==> src/rtl/lsq_controller_pkg.sv <==
// Shared definitions for the load/store queue: funct3 codes, FSM states and queue entry layout.
package lsq_controller_pkg;

    localparam int unsigned LSQ_XLEN = 32;

    localparam logic [2:0] F3_LB  = 3'b000;
    localparam logic [2:0] F3_LH  = 3'b001;
    localparam logic [2:0] F3_LW  = 3'b010;
    localparam logic [2:0] F3_LBU = 3'b100;
    localparam logic [2:0] F3_LHU = 3'b101;
    localparam logic [2:0] F3_SB  = 3'b000;
    localparam logic [2:0] F3_SH  = 3'b001;
    localparam logic [2:0] F3_SW  = 3'b010;

    typedef enum logic [1:0] {
        LSQ_IDLE = 2'd0,
        LSQ_REQ  = 2'd1,
        LSQ_RSP  = 2'd2
    } lsq_state_t;

    typedef struct packed {
        logic                is_store;
        logic [1:0]          hpl;
        logic [2:0]          funct3;
        logic [4:0]          regd_addr;
        logic [LSQ_XLEN-1:0] addr;
        logic [LSQ_XLEN-1:0] data;
    } lsq_entry_t;

    localparam int unsigned LSQ_ENTRY_W = $bits(lsq_entry_t);

endpackage

==> src/rtl/lsq_fifo.sv <==
// Synchronous DEPTH-entry FIFO with count/full/empty and a look-ahead of the head after a pop.
module lsq_fifo #(
    parameter int unsigned WIDTH = 8,
    parameter int unsigned DEPTH = 4
) (
    input  logic                     clk,
    input  logic                     reset,
    input  logic                     push,
    input  logic [WIDTH-1:0]         push_data,
    input  logic                     pop,
    output logic [WIDTH-1:0]         head,
    output logic [WIDTH-1:0]         head_after_pop,
    output logic [$clog2(DEPTH):0]   count,
    output logic                     full,
    output logic                     empty
);

    localparam int unsigned PW = $clog2(DEPTH);
    localparam int unsigned CW = PW + 1;

    logic [WIDTH-1:0] mem [DEPTH];
    logic [PW-1:0]    rd_ptr;
    logic [PW-1:0]    wr_ptr;
    logic             do_push;
    logic             do_pop;

    assign full    = (count == CW'(DEPTH));
    assign empty   = (count == '0);
    assign do_push = push && !full;
    assign do_pop  = pop && !empty;
    assign head    = mem[rd_ptr];

    // With a single entry left, the next head can only be the entry being pushed this cycle.
    assign head_after_pop = (count > CW'(1)) ? mem[rd_ptr + PW'(1)] : push_data;

    always_ff @(posedge clk) begin
        if (do_push) begin
            mem[wr_ptr] <= push_data;
        end
    end

    always_ff @(posedge clk) begin
        if (reset) begin
            rd_ptr <= '0;
            wr_ptr <= '0;
            count  <= '0;
        end else begin
            if (do_push) begin
                wr_ptr <= wr_ptr + PW'(1);
            end
            if (do_pop) begin
                rd_ptr <= rd_ptr + PW'(1);
            end
            count <= count + CW'(do_push) - CW'(do_pop);
        end
    end

endmodule

==> src/rtl/lsq_controller.sv <==
// In-order load/store queue that issues one access at a time to the data-memory port
// and returns extended load data to register write-back.
module lsq_controller
    import lsq_controller_pkg::*;
#(
    parameter int unsigned DEPTH = 4,
    parameter int unsigned XLEN  = LSQ_XLEN
) (
    input  logic            clk_i,
    input  logic            reset_i,
    input  logic            clk_en_i,
    input  logic            exs_lq_wr_i,
    input  logic            exs_sq_wr_i,
    input  logic [1:0]      exs_hpl_i,
    input  logic [2:0]      exs_funct3_i,
    input  logic [4:0]      exs_regd_addr_i,
    input  logic [XLEN-1:0] exs_regs2_data_i,
    input  logic [XLEN-1:0] exs_addr_i,
    output logic            lsq_full_o,
    output logic            lsq_empty_o,
    output logic            dmem_req_o,
    input  logic            dmem_gnt_i,
    output logic            dmem_wr_o,
    output logic [XLEN-1:0] dmem_addr_o,
    output logic [3:0]      dmem_be_o,
    output logic [XLEN-1:0] dmem_wdata_o,
    output logic [1:0]      dmem_hpl_o,
    input  logic            dmem_rvalid_i,
    input  logic [XLEN-1:0] dmem_rdata_i,
    input  logic            dmem_err_i,
    output logic            wb_regd_wr_o,
    output logic [4:0]      wb_regd_addr_o,
    output logic [XLEN-1:0] wb_regd_data_o,
    output logic            err_o,
    output logic            err_store_o,
    output logic [XLEN-1:0] err_addr_o
);

    localparam int unsigned CW = $clog2(DEPTH) + 1;

    lsq_state_t      state;
    lsq_entry_t      push_entry;
    lsq_entry_t      head;
    lsq_entry_t      head_after_pop;
    lsq_entry_t      req_src;
    logic [CW-1:0]   count;
    logic            fifo_full;
    logic            fifo_empty;
    logic            push;
    logic            pop;
    logic            more_after_pop;
    logic            issue;
    logic [3:0]      req_be;
    logic [XLEN-1:0] req_wdata;
    logic [XLEN-1:0] shifted;
    logic [XLEN-1:0] load_data;
    logic            unused_bits;

    assign push_entry = '{is_store:  exs_sq_wr_i,
                          hpl:       exs_hpl_i,
                          funct3:    exs_funct3_i,
                          regd_addr: exs_regd_addr_i,
                          addr:      exs_addr_i,
                          data:      exs_regs2_data_i};

    assign push           = (exs_lq_wr_i || exs_sq_wr_i) && clk_en_i && !fifo_full;
    assign pop            = clk_en_i && (state == LSQ_RSP) && dmem_rvalid_i;
    assign more_after_pop = (count > CW'(1)) || push;
    assign issue          = ((state == LSQ_IDLE) && !fifo_empty) || (pop && more_after_pop);

    lsq_fifo #(
        .WIDTH (LSQ_ENTRY_W),
        .DEPTH (DEPTH)
    ) u_fifo (
        .clk            (clk_i),
        .reset          (reset_i),
        .push           (push),
        .push_data      (push_entry),
        .pop            (pop),
        .head           (head),
        .head_after_pop (head_after_pop),
        .count          (count),
        .full           (fifo_full),
        .empty          (fifo_empty)
    );

    assign lsq_full_o  = fifo_full;
    assign lsq_empty_o = fifo_empty && (state == LSQ_IDLE);

    // Next request comes from the entry behind the head when the head retires this cycle.
    assign req_src = (state == LSQ_RSP) ? head_after_pop : head;

    always_comb begin
        req_be    = 4'b1111;
        req_wdata = req_src.data;
        case (req_src.funct3[1:0])
            2'b00: begin
                req_be    = 4'b0001 << req_src.addr[1:0];
                req_wdata = {4{req_src.data[7:0]}};
            end
            2'b01: begin
                req_be    = 4'b0011 << {req_src.addr[1], 1'b0};
                req_wdata = {2{req_src.data[15:0]}};
            end
            default: ;
        endcase
    end

    always_comb begin
        load_data = '0;
        shifted   = dmem_rdata_i >> {head.addr[1:0], 3'b000};
        case (head.funct3)
            F3_LB:   load_data = {{(XLEN-8){shifted[7]}}, shifted[7:0]};
            F3_LH:   load_data = {{(XLEN-16){shifted[15]}}, shifted[15:0]};
            F3_LW:   load_data = shifted;
            F3_LBU:  load_data = {{(XLEN-8){1'b0}}, shifted[7:0]};
            F3_LHU:  load_data = {{(XLEN-16){1'b0}}, shifted[15:0]};
            default: load_data = '0;
        endcase
    end

    assign unused_bits = ^{req_src.regd_addr, req_src.funct3[2], head.hpl, head.data};

    always_ff @(posedge clk_i) begin
        if (reset_i) begin
            state          <= LSQ_IDLE;
            dmem_req_o     <= 1'b0;
            dmem_wr_o      <= 1'b0;
            dmem_addr_o    <= '0;
            dmem_be_o      <= '0;
            dmem_wdata_o   <= '0;
            dmem_hpl_o     <= '0;
            wb_regd_wr_o   <= 1'b0;
            wb_regd_addr_o <= '0;
            wb_regd_data_o <= '0;
            err_o          <= 1'b0;
            err_store_o    <= 1'b0;
            err_addr_o     <= '0;
        end else if (clk_en_i) begin
            wb_regd_wr_o <= 1'b0;
            err_o        <= 1'b0;
            case (state)
                LSQ_IDLE: begin
                    if (!fifo_empty) begin
                        state      <= LSQ_REQ;
                        dmem_req_o <= 1'b1;
                    end
                end
                LSQ_REQ: begin
                    if (dmem_gnt_i) begin
                        state      <= LSQ_RSP;
                        dmem_req_o <= 1'b0;
                    end
                end
                LSQ_RSP: begin
                    if (dmem_rvalid_i) begin
                        if (dmem_err_i) begin
                            err_o       <= 1'b1;
                            err_store_o <= head.is_store;
                            err_addr_o  <= head.addr;
                        end else if (!head.is_store) begin
                            wb_regd_wr_o   <= 1'b1;
                            wb_regd_addr_o <= head.regd_addr;
                            wb_regd_data_o <= load_data;
                        end
                        state      <= more_after_pop ? LSQ_REQ : LSQ_IDLE;
                        dmem_req_o <= more_after_pop;
                    end
                end
                default: begin
                    state      <= LSQ_IDLE;
                    dmem_req_o <= 1'b0;
                end
            endcase
            // Request payload is captured once and held until the grant.
            if (issue) begin
                dmem_wr_o    <= req_src.is_store;
                dmem_addr_o  <= {req_src.addr[XLEN-1:2], 2'b00};
                dmem_be_o    <= req_be;
                dmem_wdata_o <= req_wdata;
                dmem_hpl_o   <= req_src.hpl;
            end
        end
    end

    // Both push strobes at once is an execute-stage bug; the entry is treated as a store.
    assert property (@(posedge clk_i) disable iff (reset_i)
        !(clk_en_i && exs_lq_wr_i && exs_sq_wr_i));

endmodule
==> config.mk <==
export PLATFORM = sky130hd
export DESIGN_NAME = lsq_controller
export DESIGN_NICKNAME = d
export VERILOG_FILES = /design/src/rtl/lsq_controller_pkg.sv /design/src/rtl/lsq_fifo.sv /design/src/rtl/lsq_controller.sv
export SDC_FILE = /design/constraint.sdc
export NUM_CORES = 1
export LEC_CHECK = 0
export BUFFER_PORTS_ARGS = -buffer_cell sky130_fd_sc_hd__buf_2
export CAP_MARGIN = 20
export CORE_ASPECT_RATIO = 1.75
export CORE_MARGIN = 2
export CORE_UTILIZATION = 50
export CTS_CLUSTER_DIAMETER = 150
export CTS_CLUSTER_SIZE = 16
export DETAILED_ROUTE_END_ITERATION = 10
export HOLD_SLACK_MARGIN = 0.12
export PLACE_DENSITY = 0.79
export REMOVE_ABC_BUFFERS = 1
export SLEW_MARGIN = 40
export SYNTH_ARGS = -nofsm -noshare
export SYNTH_HDL_FRONTEND = slang
export SYNTH_HIERARCHICAL = 1
export SYNTH_SLANG_ARGS = --single-unit
==> constraint.sdc <==
create_clock -name clk_i -period 4.5 [get_ports clk_i]
set_input_delay 0.675 -clock clk_i [delete_from_list [all_inputs] [get_ports clk_i]]
set_output_delay 0.675 -clock clk_i [all_outputs]
set_load 0.05 [all_outputs]
==> results of run 1 <==
[worst paths after layout]
check,from,endpoint,cells past startpoint
hold / removal,exs_regd_addr_i[3],u_fifo/mem[0][67],1
setup reg to reg,u_fifo/count[1],dmem_wdata_o[26],9
hold reg to reg,wb_regd_data_o[2],wb_regd_data_o[2],2
setup / recovery,u_fifo/count[1],dmem_wdata_o[26],9
[layer usage]
layer  GRT usage, %  routed length, µm
met4           14.8               3280
met3           3.84               3580
met1           28.6              19800
met5              0                 24
met2           42.5              28300
[per-stage QoR]
stage | total power [W] | utilization, % | worst slack, ns
2_1_floorplan | 0.00761 | - | -2.45
3_3_place_gp | 0.00844 | 54.9 | 1.14
3_5_place_dp | 0.00855 | 55.0 | 1.05
4_1_cts | 0.0115 | 57.5 | 0.991
5_1_grt | 0.0119 | 57.7 | 0.882
6_report | 0.0115 | 57.7 | 1.07
[critical path, delay by kind of cell, from the launching register on]
family / cells / cell delay [ns]
multiplexers: 2 / 0.81
buffers and inverters: 2 / 0.56
flip-flops: 1 / 0.43
adder cells (fa/ha/maj): 1 / 0.27
AND/OR/NAND/NOR: 1 / 0.10
AO/OA/AOI/OAI: 3 / 1.17
[cell usage in the layout (no fill, tap or decap), types with 3 or more instances in the layout]
| cell type | count |
|---|---|
| a211oi_1 | 28 |
| mux2_2 | 105 |
| clkbuf_1 | 24 |
| xor2_1 | 3 |
| buf_4 | 21 |
| nor3_2 | 3 |
| mux2i_1 | 89 |
| a21oi_1 | 47 |
| nand2_1 | 187 |
| inv_1 | 20 |
| mux2_4 | 31 |
| and3_4 | 4 |
| a211o_1 | 16 |
| nor2b_1 | 5 |
| o21ai_0 | 9 |
| a2bb2oi_1 | 7 |
| diode_2 | 17 |
| o211ai_1 | 15 |
| nand2b_1 | 15 |
| o311ai_0 | 10 |
| a221oi_1 | 8 |
| a32oi_1 | 8 |
| ha_1 | 8 |
| buf_12 | 8 |
| dfxtp_1 | 149 |
| dfxtp_4 | 4 |
| a311oi_1 | 4 |
| clkbuf_16 | 37 |
| buf_2 | 256 |
| edfxtp_1 | 300 |
| nor2_1 | 25 |
| nor4_1 | 8 |
| mux4_2 | 146 |
| nor3_1 | 17 |
[cell type report]
class | instances | area [µm²] | share of cell area, %
clock inverters | 1 | 16.3 | 0.0676
multi-input cells | 833 | 8510 | 35.3
repair buffers | 286 | 1630 | 6.76
flip-flops and latches | 453 | 12100 | 50.2
diodes | 17 | 42.5 | 0.177
inverters | 21 | 80.1 | 0.333
well taps | 555 | 694 | 2.88
clock buffers | 61 | 1020 | 4.22
[where the power goes]
group | switching (W) | leakage [nW] | total [W] | internal [W]
sequential | 0.000258 | 3.98 | 0.00513 | 0.00488
clock | 0.00141 | 0.491 | 0.00295 | 0.00154
combinational | 0.00206 | 4.45 | 0.00337 | 0.00131
total | 0.00373 | 8.92 | 0.0115 | 0.00773
[sequential cells by signal, summed over array words and instances (netlist names), named ones only]
| register | count |
|---|---|
| dmem_addr_o | 30 |
| dmem_be_o | 4 |
| dmem_hpl_o | 2 |
| dmem_req_o | 1 |
| dmem_wdata_o | 32 |
| dmem_wr_o | 1 |
| err_addr_o | 32 |
| err_o | 1 |
| err_store_o | 1 |
| state | 2 |
| u_fifo/count | 3 |
| u_fifo/mem | 300 |
| u_fifo/rd_ptr | 2 |
| u_fifo/wr_ptr | 2 |
| wb_regd_addr_o | 5 |
| wb_regd_data_o | 32 |
| wb_regd_wr_o | 1 |
==> impl_results.md, run 1 <==
- RSZ-0062 raised after global routing: no
- Gp weighted congestion: 0.878
- Hpwl dp: 36500 µm
- I/O Buffers: between 200 and 300
- CP Class: register to register
- Initial antenna violation count: 18
- Largest net degree at the start of global routing: 61
- First-pass GRT wire length: approximately 84000 µm
- Cells along the critical path: inv_1, ha_1, a32oi_4, buf_12, mux2_4, nor2_1, mux2_2, a221oi_1, a211oi_1
- Mean Syn Cell Area: around 15 µm²
- Leak: between 8 and 9 nW
- R2R Setup Slk: 1.07 ns
- Syn Inst Count: approximately 1400
- Slowest cell on crit path: a32oi_4
- Final Cell Area: 24100 µm²
- DR WL/cell: roughly 25 µm
- Required @ worst endpoint: between 4 and 5 ns
- Post-route DRC violation count: 0
- Final TNS setup: 0 ns
- Placed cells: 2147
- Final WL: between 50000 and 60000 µm
- Final min period: 3.43 ns
- Worst hold slack: approximately 0.34 ns
- Post_cts resized: 0
- GRT Total Usage: roughly 25%
- Post-CTS Hold Buffers: 0
- Max_cap viols: 0
- DIE AREA: around 44000 µm²
- Fillers: roughly 3200
- Initial Utilization: 50.8%
- Cell Pwr Density: 476 nW/µm²
- Status: finished, final reports clean
- CTS clock-pin slew for the worst setup and hold paths: ~0.080 ns
- Slew headroom: approximately 43%
- WP data arrival: a little under 4 ns
- Remaining antenna violation count: 0
- Worst Setup End Kind: register
- Core area: between 40000 and 50000 µm²
- Min-delay worst type: input port to register
- Clk_skew: ~0.021 ns
- Synth Cell Area: 21200 µm²
- Core Rows: between 90 and 100
- Final hold vios: 0
- Area Growth Syn to Fin: 13.6%
- Worst skew pair latency: 0.55 ns
- Fmax: 292 MHz
- Setup bufs post-CTS: 0
- GRT overflow: 0
- CP max stage delay: 0.71 ns
- Final Setup Violations: 0
- Non-Filler Instances: roughly 2200
- H-tree depth: 2
- I/O pin cnt: 260
- Layout net count: 1752
- Height of the die: about 280 µm
- Share of layout cells above drive strength 1: 37.9%
- Vias in the first global route: about 14000
- CP max FO: 39
- CTS Buffer Depth: 3
- YS warnings: 6
- DR vias: about 14000
- Tcrit/Tclk final: 76.1%
- Crit path launch type: register
- Clock root cell: clkbuf_16
- Initial DRC count: around 1400
- Post-placement cell area: 23000 µm²
- TritonRoute pass-1 iters: 8
- Maximum vdd drop: 377 µV
- CTS Sinks: between 400 and 500
- Worst slew pin tran: approximately 0.86 ns
- CTS tree: yes
- Final max-slew violation count: 0
- Die extent in x: approximately 160 µm
- Inserted Clock Buffers: 34
- Via density: roughly 6
Note: power is estimated with default switching activity, not from simulation.
==> inputs of run 2 (changes only) <==
--- a/config.mk
+++ b/config.mk
@@ -5,6 +5,7 @@
 export SDC_FILE = /design/constraint.sdc
 export NUM_CORES = 1
 export LEC_CHECK = 0
+export ABC_AREA = 1
 export BUFFER_PORTS_ARGS = -buffer_cell sky130_fd_sc_hd__buf_2
 export CAP_MARGIN = 20
 export CORE_ASPECT_RATIO = 1.75
==> constraint.sdc (replaced) <==
create_clock -name clk_i -period 3.3 [get_ports clk_i]
set_input_delay 0.495 -clock clk_i [delete_from_list [all_inputs] [get_ports clk_i]]
set_output_delay 0.495 -clock clk_i [all_outputs]
set_load 0.05 [all_outputs]
==> impl_results.md, run 2 <==
- Status: finished, final reports clean
- DR vias: 21000 (+53%)
- Via density: 5.71 (-7.5%)
- Core area: 44200 µm² (+5.8%)
- Hold path endpoint: u_fifo/mem[2][49]
- Fmax: 337 MHz (+16%)
- Hold depth: 1 (unchanged)
- Mean Syn Cell Area: 7.72 µm² (-48%)
- Crit path launch type: register
- RSZ-0062 raised after global routing: no
- DR WL/cell: 19.5 µm (-21%)
- WP data arrival: 3.44 ns (-0.44 ns)
- Height of the die: 284 µm (+2.7%)
- TritonRoute pass-1 iters: 6 (-2)
- Die extent in x: 164 µm (+2.7%)
- DIE AREA: 46500 µm² (+5.5%)
- Inserted Clock Buffers: 34 (unchanged)
- Commonest non-fill, non-tap cell in the layout: nand2_1
- R2R Setup Slk: 0.33 ns (-0.74 ns)
- Initial antenna violation count: 20 (+2)
- Tcrit/Tclk final: 89.9% (+14 points)
- Min-delay worst type: input port to register
- GRT overflow: 0 (unchanged)
- Area Growth Syn to Fin: 12.3%
- CTS clock-pin slew for the worst setup and hold paths: 0.08 ns (about the same)
- CTS tree: yes
- Clk_skew: 0.0197 ns (-0.00157 ns)
- Slew headroom: 39.6% (-2.9 points)
- Max_cap viols: 0 (unchanged)
- First-pass GRT wire length: 109000 µm (+31%)
- Maximum vdd drop: 774 µV (+110%)
- I/O Buffers: 257 (unchanged)
- Worst hold slack: 0.166 ns (-0.178 ns)
- Most frequent cells in the layout: nand2_1 (1314), nor2_1 (391), edfxtp_1 (300)
- CTS Buffer Depth: 3 (unchanged)
- Initial DRC count: 2369 (+64%)
- I/O pin cnt: 260 (unchanged)
- CP max FO: 54 (+38%)
- Remaining antenna violation count: 0 (unchanged)
- GRT Total Usage: 30.1% (+5.6 points)
- Worst r2r dst: wb_regd_data_o[25]
- Post-route DRC violation count: 0 (unchanged)
- CP Class: register to register
- Final Setup Violations: 0 (unchanged)
- Initial Utilization: 50.7% (-0.085 points)
- Cell Pwr Density: 821 nW/µm² (+72%)
- Core Rows: 102 (+3.0%)
- CTS Sinks: 453 (unchanged)
- Final min period: 2.97 ns (-0.461 ns)
- H-tree depth: 2 (unchanged)
- Leak: 11.4 nW (+27%)
- Worst slew pin tran: 0.906 ns (+0.0442 ns)
- Post-CTS Hold Buffers: 0 (unchanged)
- Required @ worst endpoint: 3.78 ns (-1.17 ns)
- Max reg flops: 300 (unchanged)
- Layout net count: 3181 (+82%)
- Final WL: 71700 µm (+30%)
- Worst Setup End Kind: register
- Hpwl dp: 45200 µm (+24%)
- Min-Delay Startpoint: exs_addr_i[17]
- Clock root cell: clkbuf_16
- Reg2Reg Depth: 9 (unchanged)
- Synth Cell Area: 22400 µm² (+5.6%)
- Most flops, register: u_fifo/mem
- Post-layout util: 56.9% (-0.75 points)
- Syn Inst Count: 2898 (+100%)
- Final max-slew violation count: 0 (unchanged)
- Largest net degree at the start of global routing: 98 (+61%)
- Vias in the first global route: 20400 (+43%)
- Final hold vios: 0 (unchanged)
- Share of layout cells above drive strength 1: 12.4% (-26 points)
- Worst skew pair latency: 0.55 ns (about the same)
- YS warnings: 6 (unchanged)
- Gp weighted congestion: 0.896 (+2.0%)
run 2: cell count changes in the layout (fill, tap and decap cells not counted), moves of 28 or more:
cell,delta
inv_1,+42
a211oi_1,-28
o21ai_0,+158
nor2_1,+366
nand3_1,+78
mux4_2,-146
o22ai_1,+74
nand2_1,+1127
mux2i_1,-89
mux2_2,-105
o21bai_1,+41
mux2_4,-31
run 2: stage by stage:
| stage | setup WS [ns] | TNS (ns) | instance area (µm²) | cells | power, W |
|---|---|---|---|---|---|
| 4_1_cts | 0.239 | 0 | 25100 | 3655 | 0.0205 |
| 3_3_place_gp | 0.340 | 0 | 24100 | 3593 | 0.0164 |
| 5_1_grt | 0.0686 | 0 | 25100 | 3672 | 0.0217 |
| 3_5_place_dp | 0.250 | 0 | 24100 | 3593 | 0.0166 |
| 2_1_floorplan | -3.84 | -853.10 | 21400 | 2708 | 0.0136 |
| 6_report | 0.335 | 0 | 25100 | 3674 | 0.0206 |
run 2: final cells by class:
cell class | instances | area [µm²]
antenna | 18 | 45.0
tap | 572 | 716
fill | 3987 | 19000
sequential | 453 | 12100
clock inverter | 4 | 50.0
inverter | 76 | 290
multi-input combinational | 2179 | 9140
timing repair buffer | 314 | 1870
clock buffer | 58 | 941
run 2: where the power goes:
| group | switching [W] | leakage [nW] | internal, W |
|---|---|---|---|
| Combinational | 0.00687 | 6.90 | 0.00230 |
| Clock | 0.00202 | 0.470 | 0.00197 |
| Sequential | 0.000521 | 3.98 | 0.00694 |
run 2: worst max path at each step:
stage                                start                 end  slack, ns
final                             register  wb_regd_data_o[25]       0.33
after global routing              register  wb_regd_data_o[19]       0.07
after CTS                         register  wb_regd_data_o[28]       0.24
after detailed placement          register  wb_regd_data_o[28]       0.25
after global placement            register    dmem_wdata_o[10]       0.34
after floorplan           u_fifo/rd_ptr[0]    dmem_wdata_o[27]      -3.84
run 2: metal layers:
metal	GRT usage [%]	vias up	wire length, µm
li1	-	9673	-
met1	33.6	9758	25000
met2	51.2	1227	35300
met3	4.08	305	5880
met4	23.1	2	5450
met5	0	-	14
run 2: critical path: stages, from the launching register on:
cell	delay, ns
dfxtp_4	0.65
buf_6	0.45
o21ai_0	0.14
o22ai_1	0.35
nand2_1	0.16
nor2_1	0.15
nand3_1	0.49
nand3_1	0.28
nand2_1	0.07
a21oi_1	0.13
run 2: repair_timing:
action                     in CTS  in global routing
setup endpoints to repair       0                 24
setup buffers                   0                  0
resized for setup               0                  1
==> inputs of run 3 (changes only) <==
==> constraint.sdc (replaced) <==
create_clock -name clk_i -period 3.4 [get_ports clk_i]
set_input_delay 0.51 -clock clk_i [delete_from_list [all_inputs] [get_ports clk_i]]
set_output_delay 0.51 -clock clk_i [all_outputs]
set_load 0.05 [all_outputs]
==> impl_results.md, run 3 (same netlist as run 2, synthesis figures left out) <==
- Status: finished, final reports clean
- Initial Utilization: 50.7% (unchanged)
- DR vias: 20900 (-0.37%)
- TritonRoute pass-1 iters: 8 (+2)
- Final Setup Violations: 0 (unchanged)
- Area Growth Syn to Fin: 11.9%
- GRT Total Usage: 30.1% (about the same)
- Vias in the first global route: 20500 (+0.49%)
- Final WL: 71800 µm (+0.15%)
- Leak: 11.3 nW (-0.38%)
- Clk_skew: 0.0211 ns (+0.00142 ns)
- Most flops, register: u_fifo/mem
- H-tree depth: 2 (unchanged)
- Remaining antenna violation count: 0 (unchanged)
- Crit path launch type: register
- DIE AREA: 46500 µm² (unchanged)
- Initial antenna violation count: 15 (-25%)
- RSZ-0062 raised after global routing: no
- CTS Sinks: 453 (unchanged)
- Worst slew pin tran: 0.770 ns (-0.136 ns)
- Gp weighted congestion: 0.931 (+4.0%)
- Setup bufs post-CTS: 0 (unchanged)
- Max reg flops: 300 (unchanged)
- Final hold vios: 0 (unchanged)
- Post_cts resized: 0 (unchanged)
- DR WL/cell: 19.6 µm (+0.48%)
- Total power: 0.0201 W (-2.7%)
- Fillers: 3961 (-0.65%)
- CTS clock-pin slew for the worst setup and hold paths: 0.08 ns (about the same)
- Layout net count: 3173 (-0.25%)
- Worst hold slack: 0.177 ns (+0.0116 ns)
- Maximum vdd drop: 595 µV (-23%)
- Min-Delay Startpoint: exs_regd_addr_i[3]
- Hpwl dp: 45700 µm (+1.0%)
- Height of the die: 284 µm (unchanged)
- Fmax: 330 MHz (-2.1%)
- Final min period: 3.03 ns (+0.0642 ns)
- I/O pin cnt: 260 (unchanged)
- Slew headroom: 48.7% (+9.1 points)
- Die extent in x: 164 µm (unchanged)
- Post-route DRC violation count: 0 (unchanged)
- Worst skew pair latency: 0.55 ns (about the same)
- Hold depth: 1 (unchanged)
- Hold path endpoint: u_fifo/mem[1][67]
- Min-delay worst type: input port to register
- CTS Buffer Depth: 3 (unchanged)
- Clock root cell: clkbuf_16
- First-pass GRT wire length: 109000 µm (about the same)
- Core area: 44200 µm² (unchanged)
- Most frequent cells in the layout: nand2_1 (1314), nor2_1 (391), edfxtp_1 (300)
- Inserted Clock Buffers: 34 (unchanged)
- Final max-slew violation count: 0 (unchanged)
- Core Rows: 102 (unchanged)
- Tcrit/Tclk final: 89.1% (-0.76 points)
- Commonest non-fill, non-tap cell in the layout: nand2_1
- Reg2Reg Depth: 10 (+1)
- I/O Buffers: 257 (unchanged)
- Via density: 5.70 (about the same)
- R2R Setup Slk: 0.37 ns (+0.04 ns)
- GRT overflow: 0 (unchanged)
- Initial DRC count: 2474 (+4.4%)
- Worst Setup End Kind: register
- Max_cap viols: 0 (unchanged)
- Cell Pwr Density: 801 nW/µm² (-2.4%)
- Required @ worst endpoint: 3.87 ns (+0.09 ns)
- WP data arrival: 3.50 ns (+0.06 ns)
- Final TNS setup: 0 ns (unchanged)
- Share of layout cells above drive strength 1: 12.1% (-0.25 points)
- Post-layout util: 56.7% (-0.19 points)
- Post-CTS Hold Buffers: 0 (unchanged)
- Worst r2r dst: wb_regd_data_o[25]
- Final worst slack: 0.371 ns (+0.0358 ns)
- CP Class: register to register
- Place WS: 0.499 ns (+0.250 ns)
- Largest net degree at the start of global routing: 98 (unchanged)
- CP max FO: 29 (-46%)
- CTS tree: yes
[run 3: cell types whose count changed in the layout (fill, tap and decap cells not counted)]
cell,delta
clkinv_8,-1
buf_4,-6
clkbuf_1,-1
buf_6,-1
diode_2,-2
inv_6,-1
buf_12,-1
clkbuf_16,+1
[run 3: metal layers]
| layer | up-vias | track usage, % | routed length [µm] |
|---|---|---|---|
| met5 | - | 0 | 8 |
| met4 | 2 | 21.5 | 4700 |
| met3 | 263 | 4.38 | 6430 |
| met2 | 1276 | 53.1 | 36300 |
| met1 | 9694 | 32.5 | 24400 |
| li1 | 9652 | - | - |
[run 3: stage by stage]
stage	cell area [µm²]	std cells
floorplan	21400	2708
global placement	24000	3586
detailed placement	24000	3586
CTS	25000	3646
global route	25000	3659
finish	25000	3662
[run 3: how the worst max path moves through the flow]
stage,start,end,depth (start not counted)
after floorplan,u_fifo/rd_ptr[0],dmem_wdata_o[27],15
after global placement,register,wb_regd_data_o[22],10
after detailed placement,register,wb_regd_data_o[31],10
after CTS,register,wb_regd_data_o[16],10
after global routing,register,wb_regd_data_o[18],10
final,register,wb_regd_data_o[25],10
[run 3: final cells by class]
| cell class | instances | area (µm²) | area share, % |
|---|---|---|---|
| multi-input cells | 2179 | 9140 | 36.5 |
| well taps | 572 | 716 | 2.86 |
| clock buffers | 58 | 962 | 3.84 |
| diodes | 16 | 40.0 | 0.160 |
| repair buffers | 306 | 1790 | 7.14 |
| flip-flops and latches | 453 | 12100 | 48.2 |
| clock inverters | 2 | 25.0 | 0.0999 |
| inverters | 76 | 290 | 1.16 |
[run 3: where the power goes]
part	internal, W	total, W	leakage (nW)	switching [W]
combinational	0.00225	0.00894	6.86	0.00668
clock	0.00194	0.00388	0.470	0.00193
sequential	0.00673	0.00725	3.98	0.000512
total	0.0109	0.0201	11.3	0.00912
[run 3: critical path, cell delays in order, from the launching register on]
cell and delay (ns):
dfxtp_4 0.45, inv_4 0.26, buf_4 0.40, o21ai_0 0.16
o22ai_2 0.17, clkinv_1 0.31, nand3_1 0.21, nand3_1 0.48
nand3_1 0.26, nand2_1 0.07, a21oi_1 0.15
